$ cat src/rtl/wrr_arbiter_pkg.sv
// Shared types and default sizing for the weighted round-robin arbiter.
// Holds the arbiter state encoding and the index-width helper.
package wrr_arbiter_pkg;

  localparam int WRR_N_DEFAULT  = 4;
  localparam int WRR_WW_DEFAULT = 4;

  typedef enum logic {
    ST_IDLE  = 1'b0,
    ST_GRANT = 1'b1
  } wrr_state_e;

  // Index width for n requesters, never narrower than one bit.
  function automatic int idx_width(input int n);
    return (n > 1) ? $clog2(n) : 1;
  endfunction

endpackage

$ cat src/rtl/wrr_arbiter_rr_pick.sv
// Rotating first-set picker: finds the first asserted request at or above
// ptr_i, wrapping modulo N. Purely combinational; N need not be a power of two.
module rr_pick
  import wrr_arbiter_pkg::*;
#(
  parameter int N = WRR_N_DEFAULT,
  localparam int M = idx_width(N)
) (
  input  logic [N-1:0] req_i,
  input  logic [M-1:0] ptr_i,
  output logic [N-1:0] gnt_o,
  output logic [M-1:0] idx_o,
  output logic         vld_o
);

  // One extra bit so ptr + offset (at most 2N-2) never overflows before the wrap.
  logic [M:0] pos;

  always_comb begin
    idx_o = '0;
    vld_o = 1'b0;
    pos   = '0;
    for (int i = 0; i < N; i++) begin
      pos = {1'b0, ptr_i} + (M+1)'(i);
      if (pos >= (M+1)'(N)) begin
        pos = pos - (M+1)'(N);
      end
      if (!vld_o && req_i[pos[M-1:0]]) begin
        vld_o = 1'b1;
        idx_o = pos[M-1:0];
      end
    end
  end

  assign gnt_o = vld_o ? ({{(N-1){1'b0}}, 1'b1} << idx_o) : '0;

endmodule

$ cat src/rtl/wrr_arbiter.sv
// Weighted round-robin arbiter: registered one-hot grant, per-owner credit
// counter loaded from the owner's weight, and back-to-back handover on release.
module wrr_arbiter
  import wrr_arbiter_pkg::*;
#(
  parameter int N  = WRR_N_DEFAULT,
  parameter int WW = WRR_WW_DEFAULT,
  localparam int M = idx_width(N)
) (
  input  logic          i_clk,
  input  logic          i_rstn,
  input  logic          i_en,
  input  logic          i_mode,
  input  logic [N-1:0]  i_req,
  input  logic [N*WW-1:0] i_weight,
  output logic [N-1:0]  o_gnt,
  output logic [M-1:0]  o_gnt_idx,
  output logic          o_busy
);

  wrr_state_e    state_q, state_d;
  logic [M-1:0]  ptr_q,   ptr_d;
  logic [M-1:0]  owner_q, owner_d;
  logic [WW-1:0] cnt_q,   cnt_d;
  logic [N-1:0]  gnt_q,   gnt_d;

  logic          release_c;
  logic [M-1:0]  owner_inc;
  logic [M-1:0]  pick_ptr;
  logic [N-1:0]  pick_gnt;
  logic [M-1:0]  pick_idx;
  logic          pick_vld;
  logic [WW-1:0] w_sel;
  logic [WW-1:0] credit_load;

  assign owner_inc = (owner_q == M'(N-1)) ? '0 : owner_q + 1'b1;
  assign release_c = (state_q == ST_GRANT) && (!i_req[owner_q] || (cnt_q == '0));

  // On release the search starts just past the old owner, so it only wins
  // again when nobody else is requesting.
  assign pick_ptr  = release_c ? owner_inc : ptr_q;

  rr_pick #(.N(N)) u_pick (
    .req_i (i_req),
    .ptr_i (pick_ptr),
    .gnt_o (pick_gnt),
    .idx_o (pick_idx),
    .vld_o (pick_vld)
  );

  always_comb begin
    w_sel = '0;
    for (int i = 0; i < N; i++) begin
      if (pick_idx == M'(i)) begin
        w_sel = i_weight[i*WW +: WW];
      end
    end
  end

  // Zero weight and plain round-robin both collapse to a single-cycle grant.
  assign credit_load = (i_mode && (w_sel != '0)) ? w_sel - 1'b1 : '0;

  always_comb begin
    state_d = state_q;
    ptr_d   = ptr_q;
    owner_d = owner_q;
    cnt_d   = cnt_q;
    gnt_d   = gnt_q;
    if (i_en) begin
      unique case (state_q)
        ST_IDLE: begin
          if (pick_vld) begin
            state_d = ST_GRANT;
            owner_d = pick_idx;
            cnt_d   = credit_load;
            gnt_d   = pick_gnt;
          end
        end
        ST_GRANT: begin
          if (!release_c) begin
            cnt_d = cnt_q - 1'b1;
          end else begin
            ptr_d = owner_inc;
            if (pick_vld) begin
              owner_d = pick_idx;
              cnt_d   = credit_load;
              gnt_d   = pick_gnt;
            end else begin
              state_d = ST_IDLE;
              owner_d = '0;
              cnt_d   = '0;
              gnt_d   = '0;
            end
          end
        end
        default: begin
          state_d = ST_IDLE;
          owner_d = '0;
          cnt_d   = '0;
          gnt_d   = '0;
        end
      endcase
    end
  end

  always_ff @(posedge i_clk or negedge i_rstn) begin
    if (!i_rstn) begin
      state_q <= ST_IDLE;
      ptr_q   <= '0;
      owner_q <= '0;
      cnt_q   <= '0;
      gnt_q   <= '0;
    end else begin
      state_q <= state_d;
      ptr_q   <= ptr_d;
      owner_q <= owner_d;
      cnt_q   <= cnt_d;
      gnt_q   <= gnt_d;
    end
  end

  assign o_gnt     = gnt_q;
  assign o_gnt_idx = owner_q;
  assign o_busy    = (state_q == ST_GRANT);

endmodule

$ cat config.mk
export PLATFORM = sky130hd
export DESIGN_NAME = wrr_arbiter
export DESIGN_NICKNAME = d
export VERILOG_FILES = /design/src/rtl/wrr_arbiter_pkg.sv /design/src/rtl/wrr_arbiter_rr_pick.sv /design/src/rtl/wrr_arbiter.sv
export SDC_FILE = /design/constraint.sdc
export NUM_CORES = 1
export LEC_CHECK = 0
export CAP_MARGIN = 20
export CORE_MARGIN = 2
export CORE_UTILIZATION = 35
export DETAILED_ROUTE_END_ITERATION = 8
export PLACE_DENSITY = 0.6
export SYNTH_ARGS = -nofsm -noshare
export SYNTH_HDL_FRONTEND = slang
export SYNTH_SLANG_ARGS = --single-unit
$ cat constraint.sdc
create_clock -name i_clk -period 8.6 [get_ports i_clk]
set_clock_uncertainty 0.1 [all_clocks]
set_input_delay 1.72 -clock i_clk [delete_from_list [all_inputs] [get_ports i_clk]]
set_output_delay 1.72 -clock i_clk [all_outputs]
set_load 0.01 [all_outputs]
==> summary.txt, run 1 <==
Global routing
  • Largest net degree at the start of global routing: 14
  • First-pass GRT wire length: 4470 um
  • Vias in the first global route: 993
  • Antenna violations before repair: 0
  • Total GRT Usage: 16.5%
  • Global route total overflow: 0

STA
  • Fmax: 178 MHz
  • Fin crit share: 65.2%
  • Setup violators final: 0
  • Max-slew violations: 0
  • Hold Violations, Final: 0
  • Rel. slew slack: 33.3%
  • Final Critical Period: 5600 ps
  • Worst-Margin Slew: 1000 ps
  • Setup TNS: 0 ps
  • RSZ-0062 raised after global routing: no

Placement
  • Placer Congestion: 0.878
  • Post-DP Area: 1450 um2
  • Port Buffers: 30
  • DP Wirelength: 2100 um

Worst setup path
  • Worst endpoint required time: 8710 ps
  • CP startpoint kind: input port
  • Critical Path End Type: flop
  • R2r setup slk: 4450 ps
  • CP max FO: 10
  • Critical path data arrival time: 5710 ps
  • Worst Setup Path Type: input port to flop

Die
  • Ports: 31
  • Starting density of the core: 36.8%
  • Std cell rows: 20
  • Die Wd: 60.7 um
  • Core box area: 3050 um2
  • Die Footprint: 3680 um2
  • Chip height: 60.7 um

Clock tree
  • Worst skew pair latency: 280 ps
  • Post-CTS Resized: 0
  • CTS root buf: clkbuf_4
  • Post-CTS setup buffer count: 0
  • CTS buffer count: 3
  • Bufs on Longest Clock Path: 2
  • CTS tree: built
  • CTS clk-pin slew, worst paths: 80 ps
  • Hold buffers post-CTS: 0
  • Num Clock Sinks: 13
  • H-tree levels: 1

Layout
  • Commonest non-fill, non-tap cell in the layout: clkdlybuf4s50_1
  • Cell area after layout: 1480 um2
  • Most frequent cells in the layout: 30 x clkdlybuf4s50_1, 18 x nand2_1, 14 x mux2i_1, 13 x dfrtp_1, 9 x nor2_1
  • Layout Area Growth over Synthesis: 31.3%
  • Final #Nets: 180
  • # diodes: 0
  • Share of layout cells above drive strength 1: 12.5%

Outcome
  • Status: finished clean

Synth
  • Post-Synthesis Cells: 122
  • Post-synthesis sequential area ratio: 28.9%
  • Avg Cell Area, Syn: 9.22 um2
  • Library cells used by synthesis: 41
  • Yosys Warn Count: 0
  • #FFs+latches synth: 13
  • Netlist Area Pre-Place: 1120 um2
  • Syn_nets: 149

Power and ir drop
  • Psw: 231 uW
  • Sequential share of power: 22.9%
  • Power per cell area: 345 nW/um2
  • VDD IR max: 0.112 mV
  • Sw frac: 45.3%
  • Pint: 279 uW
  • Clock network power share: 7.7%
  • Comb power frac: 69.3%
  • Static Leak: 0.613 nW
  • Total power: 510 uW

Drt
  • Post-route ant nets: 0
  • DR iter-0 viols: 47
  • DRC viols: 0
  • Via/cell ratio: 5.26
  • Via count: 1030
  • WL final: 2660 um
  • DRT Pass-1 Iters: 4
  • Post-DR wirelength/cell: 13.6 um

Run
  • Max-cap violations: 0

Worst hold path
  • Worst min path class: flop to flop
[registers in the layout, indices dropped and copies added (netlist names)]
name       count
o_gnt_idx      2
cnt_q          4
o_busy         1
o_gnt          4
ptr_q          2
[power by group through the flow]
stage	clock [mW]	combinational [mW]	sequential [mW]
3_5_place_dp	0	0.354	0.118
6_report	0.0395	0.354	0.117
2_1_floorplan	0	0.273	0.116
5_1_grt	0.0430	0.392	0.122
3_3_place_gp	0	0.349	0.117
4_1_cts	0.0398	0.355	0.118
[critical path, stage by stage]
cell and delay (ps):
clkdlybuf4s50_1 540, mux4_2 590, a21oi_4 220, mux2_1 360
a311oi_2 880, mux2i_1 170, mux2i_1 310, inv_1 100
ha_1 220, inv_1 110, nor3_2 60, o32a_1 280
a21oi_1 160
[layer usage]
layer,GRT usage (%),vias up,wire length (um)
met3,2.35,4,127
met1,21.4,484,1230
li1,-,508,-
met5,0,-,0
met4,7.45,0,36
met2,27.3,34,1270
[worst paths after layout]
check	startpoint	end	cells after the start
worst max-delay path	i_req[3]	cnt_q[1]	13
worst min-delay path	o_gnt[1]	o_gnt[1]	2
worst max register to register	cnt_q[0]	cnt_q[1]	14
worst min register to register	o_gnt[1]	o_gnt[1]	2
max in group asynchronous	i_rstn	ptr_q[0]	1
min in group asynchronous	i_rstn	cnt_q[0]	1
[kinds of logic (layout without fill, tap and decap cells)]
logic type	count (synthesis)	in the layout	synth area share, %
AOI/OAI and AO/OA	30	30	18.9
adders and majority gates	3	3	3.34
buffers and inverters	11	41	5.01
DFF	13	13	28.9
muxes	20	20	21.8
and+or+nand+nor	45	45	22.0
[synthesized netlist by cell type]
cell	n	share of area, %
a21oi_1	7	3.1
mux2_2	1	1.0
o32a_1	2	1.8
mux4_2	1	2.0
buf_6	2	2.0
nor3_1	1	0.44
a21o_2	1	0.78
o31ai_1	1	0.67
nor3b_2	1	1.1
and2_1	1	0.56
dfrtp_1	13	29
a22oi_1	2	1.3
mux2_1	1	1.0
mux2i_1	14	12
nor4_1	2	1.1
nor2_1	9	3.0
or3b_1	1	0.78
ha_1	3	3.3
clkbuf_1	2	0.67
nand3_4	1	1.6
or4b_4	1	1.2
nand2_1	18	6.0
and2_2	1	0.67
a32oi_1	1	0.78
inv_1	7	2.3
o31a_2	1	0.89
nand3_1	1	0.44
nand3b_1	2	1.3
mux2i_4	2	4.0
o311ai_0	1	0.78
o21ai_0	8	3.6
o311ai_1	1	0.78
nand2_2	1	0.56
a311oi_2	1	1.3
or2_2	1	0.56
a31oi_1	3	1.7
nor2b_1	2	1.1
a21oi_4	1	1.4
mux2_4	1	1.3
nor3b_1	1	0.67
nor3_2	1	0.89
[cell type report]
type,count,area (um2)
Fill cell,310,1580
Clock buffer,4,26.3
Inverter,7,26.3
Tap cell,44,55.1
Timing Repair Buffer,30,300
Multi-Input combinational cell,98,743
Sequential cell,13,325
[metrics by stage]
stage	hold slack [ps]	utilization (%)	setup WS, ps	cells
finish	389	48.4	3000	196
global route	411	48.4	2730	196
CTS	395	48.4	2970	196
detailed placement	376	47.5	2700	192
global placement	365	47.5	2940	192
floorplan	403	-	4050	122
(Power assumes the default switching activity.)
==> run 2, diff against run 1 <==
PLACE_DENSITY = 0.63   (was 0.6)
clock period = 4.9 ns   (was 8.6 ns; I/O delays follow)
==> summary.txt, run 2 (same netlist as run 1, synthesis figures left out) <==
Worst setup path
  • CP Cell Sequence: clkdlybuf4s50_1 > mux4_2 > a21oi_4 > mux2_1 > a311oi_2 > mux2i_1 > mux2i_1 > inv_1 > ha_1 > inv_1 > nor3_2 > o32a_1 > a21oi_1
  • Critical Path Sink: cnt_q[1]
  • WP buf/inv: 3
  • Worst Setup Path Type: input port to flop
  • CP peak stage delay: 590 ps
  • Delay-heaviest family, CP: multiplexers
  • CP startpoint kind: input port
  • RR Endpoint: cnt_q[1]
  • CP max FO: 8
  • CP max stage cell: mux4_2
  • R2r setup slk: 1130 ps
  • Worst flop-to-flop path startpoint: cnt_q[0]
  • Worst setup startpoint: i_req[3]
  • Instance count on the critical path: 13
  • Path depth of the worst reg2reg path: 14
  • Critical Path End Type: flop
  • Critical path data arrival time: 4570 ps
  • Worst endpoint required time: 5010 ps

Layout
  • Commonest non-fill, non-tap cell in the layout: clkdlybuf4s50_1
  • Layout Area Growth over Synthesis: 32.6%
  • Final #Nets: 182
  • Most frequent cells in the layout: 30 x clkdlybuf4s50_1, 18 x nand2_1, 14 x mux2i_1, 13 x dfrtp_1, 9 x nor2_1
  • Finished Core Util: 48.9%
  • Final cell count without fillers: 198
  • Share of layout cells above drive strength 1: 13.6%
  • Storage cell area: 325 um2
  • # diodes: 0
  • Multi-input logic area: 743 um2
  • Filler cell count in the final layout: 317

Clock tree
  • CTS clk-pin slew, worst paths: 90 ps
  • Post-CTS setup buffer count: 0
  • Hold buffers post-CTS: 0
  • CTS tree: built
  • CTS buffer count: 3
  • Num Clock Sinks: 13
  • Worst skew pair latency: 280 ps
  • Post-CTS Resized: 0
  • CTS root buf: clkbuf_4
  • H-tree levels: 1
  • Bufs on Longest Clock Path: 2

Power and ir drop
  • VDD IR max: 0.262 mV
  • Static Leak: 0.622 nW
  • Sw frac: 45.5%
  • Psw: 413 uW
  • Pint: 495 uW
  • Clock network power share: 7.9%
  • Comb power frac: 69.3%
  • Power per cell area: 609 nW/um2
  • Sequential share of power: 22.8%

Placement
  • DP Wirelength: 2220 um
  • Port Buffers: 30
  • Pre-CTS setup slack: 144 ps
  • Placer Congestion: 0.895
  • Dpl cells: 194

Worst hold path
  • Hold depth: 2
  • Worst min path class: flop to flop

Global routing
  • First-pass GRT wire length: 4710 um
  • Vias in the first global route: 1026
  • Largest net degree at the start of global routing: 14
  • Global route total overflow: 0
  • Total GRT Usage: 17.1%
  • Antenna violations before repair: 0

STA
  • Fmax: 224 MHz
  • Setup ws final: 441 ps
  • Setup violators final: 0
  • Max-slew violations: 0
  • WHS: 391 ps
  • Hold Violations, Final: 0
  • Final Critical Period: 4460 ps
  • Setup TNS: 0 ps
  • Rel. slew slack: 50.4%
  • Worst-Margin Slew: 737 ps
  • RSZ-0062 raised after global routing: no
  • Fin crit share: 91.0%

Die
  • Ports: 31
  • Die Wd: 60.7 um
  • Std cell rows: 20
  • Die Footprint: 3680 um2
  • Starting density of the core: 36.8%
  • Chip height: 60.7 um
  • Core box area: 3050 um2

Drt
  • WL final: 2750 um
  • Post-route ant nets: 0
  • DR iter-0 viols: 13
  • DRC viols: 0
  • Via count: 1061
  • DRT Pass-1 Iters: 4
  • Post-DR wirelength/cell: 13.9 um
  • Via/cell ratio: 5.36

Outcome
  • Status: finished clean

Run
  • Max-cap violations: 0
[run 2: cell types whose count changed in the layout (fill, tap and decap cells not counted)]
cell	change
buf_4	+2
[run 2: power by group through the flow]
| stage | combinational [mW] | sequential [mW] | clock [mW] |
|---|---|---|---|
| floorplan | 0.478 | 0.203 | 0 |
| CTS | 0.635 | 0.206 | 0.0735 |
| detailed placement | 0.632 | 0.209 | 0 |
| global route | 0.699 | 0.215 | 0.0781 |
| global placement | 0.616 | 0.207 | 0 |
| finish | 0.630 | 0.207 | 0.0716 |
[run 2: layout make-up]
class | instances | area share (%)
flip-flops and latches | 13 | 21.8
clock buffers | 4 | 1.76
multi-input cells | 98 | 49.8
repair buffers | 32 | 21.1
inverters | 7 | 1.76
well taps | 44 | 3.69
[run 2: worst min path at each step]
stage                     startpoint       end  slack, ps
after floorplan             cnt_q[3]  cnt_q[3]        400
after global placement      o_gnt[3]  o_gnt[3]        370
after detailed placement    o_gnt[2]  o_gnt[2]        380
after CTS                   o_gnt[0]  o_gnt[0]        400
after global routing        o_gnt[2]  o_gnt[2]        430
final                       o_gnt[0]  o_gnt[0]        390
[run 2: per-layer routing]
layer,vias up,routed length (um),track usage [%]
met1,513,1260,23.2
met5,-,0,0
met3,4,132,1.49
li1,510,-,-
met4,0,38,8.07
met2,34,1320,27.6
[run 2: worst reg2reg max path, cell delays in order, from the launching register on]
cell and delay (ps):
dfrtp_1 430, inv_1 70, ha_1 180, or3b_1 470, a21oi_4 210, mux2_1 350
a311oi_2 560, mux2i_1 160, mux2i_1 300, inv_1 80, ha_1 200, inv_1 100
nor3_2 60, o32a_1 290, a21oi_1 140
[run 2: metrics by stage]
| stage | instance area (um2) | total power, mW |
|---|---|---|
| 5_1_grt | 1490 | 0.992 |
| 4_1_cts | 1490 | 0.915 |
| 3_5_place_dp | 1470 | 0.841 |
| 2_1_floorplan | 1120 | 0.682 |
| 6_report | 1490 | 0.909 |
| 3_3_place_gp | 1470 | 0.823 |
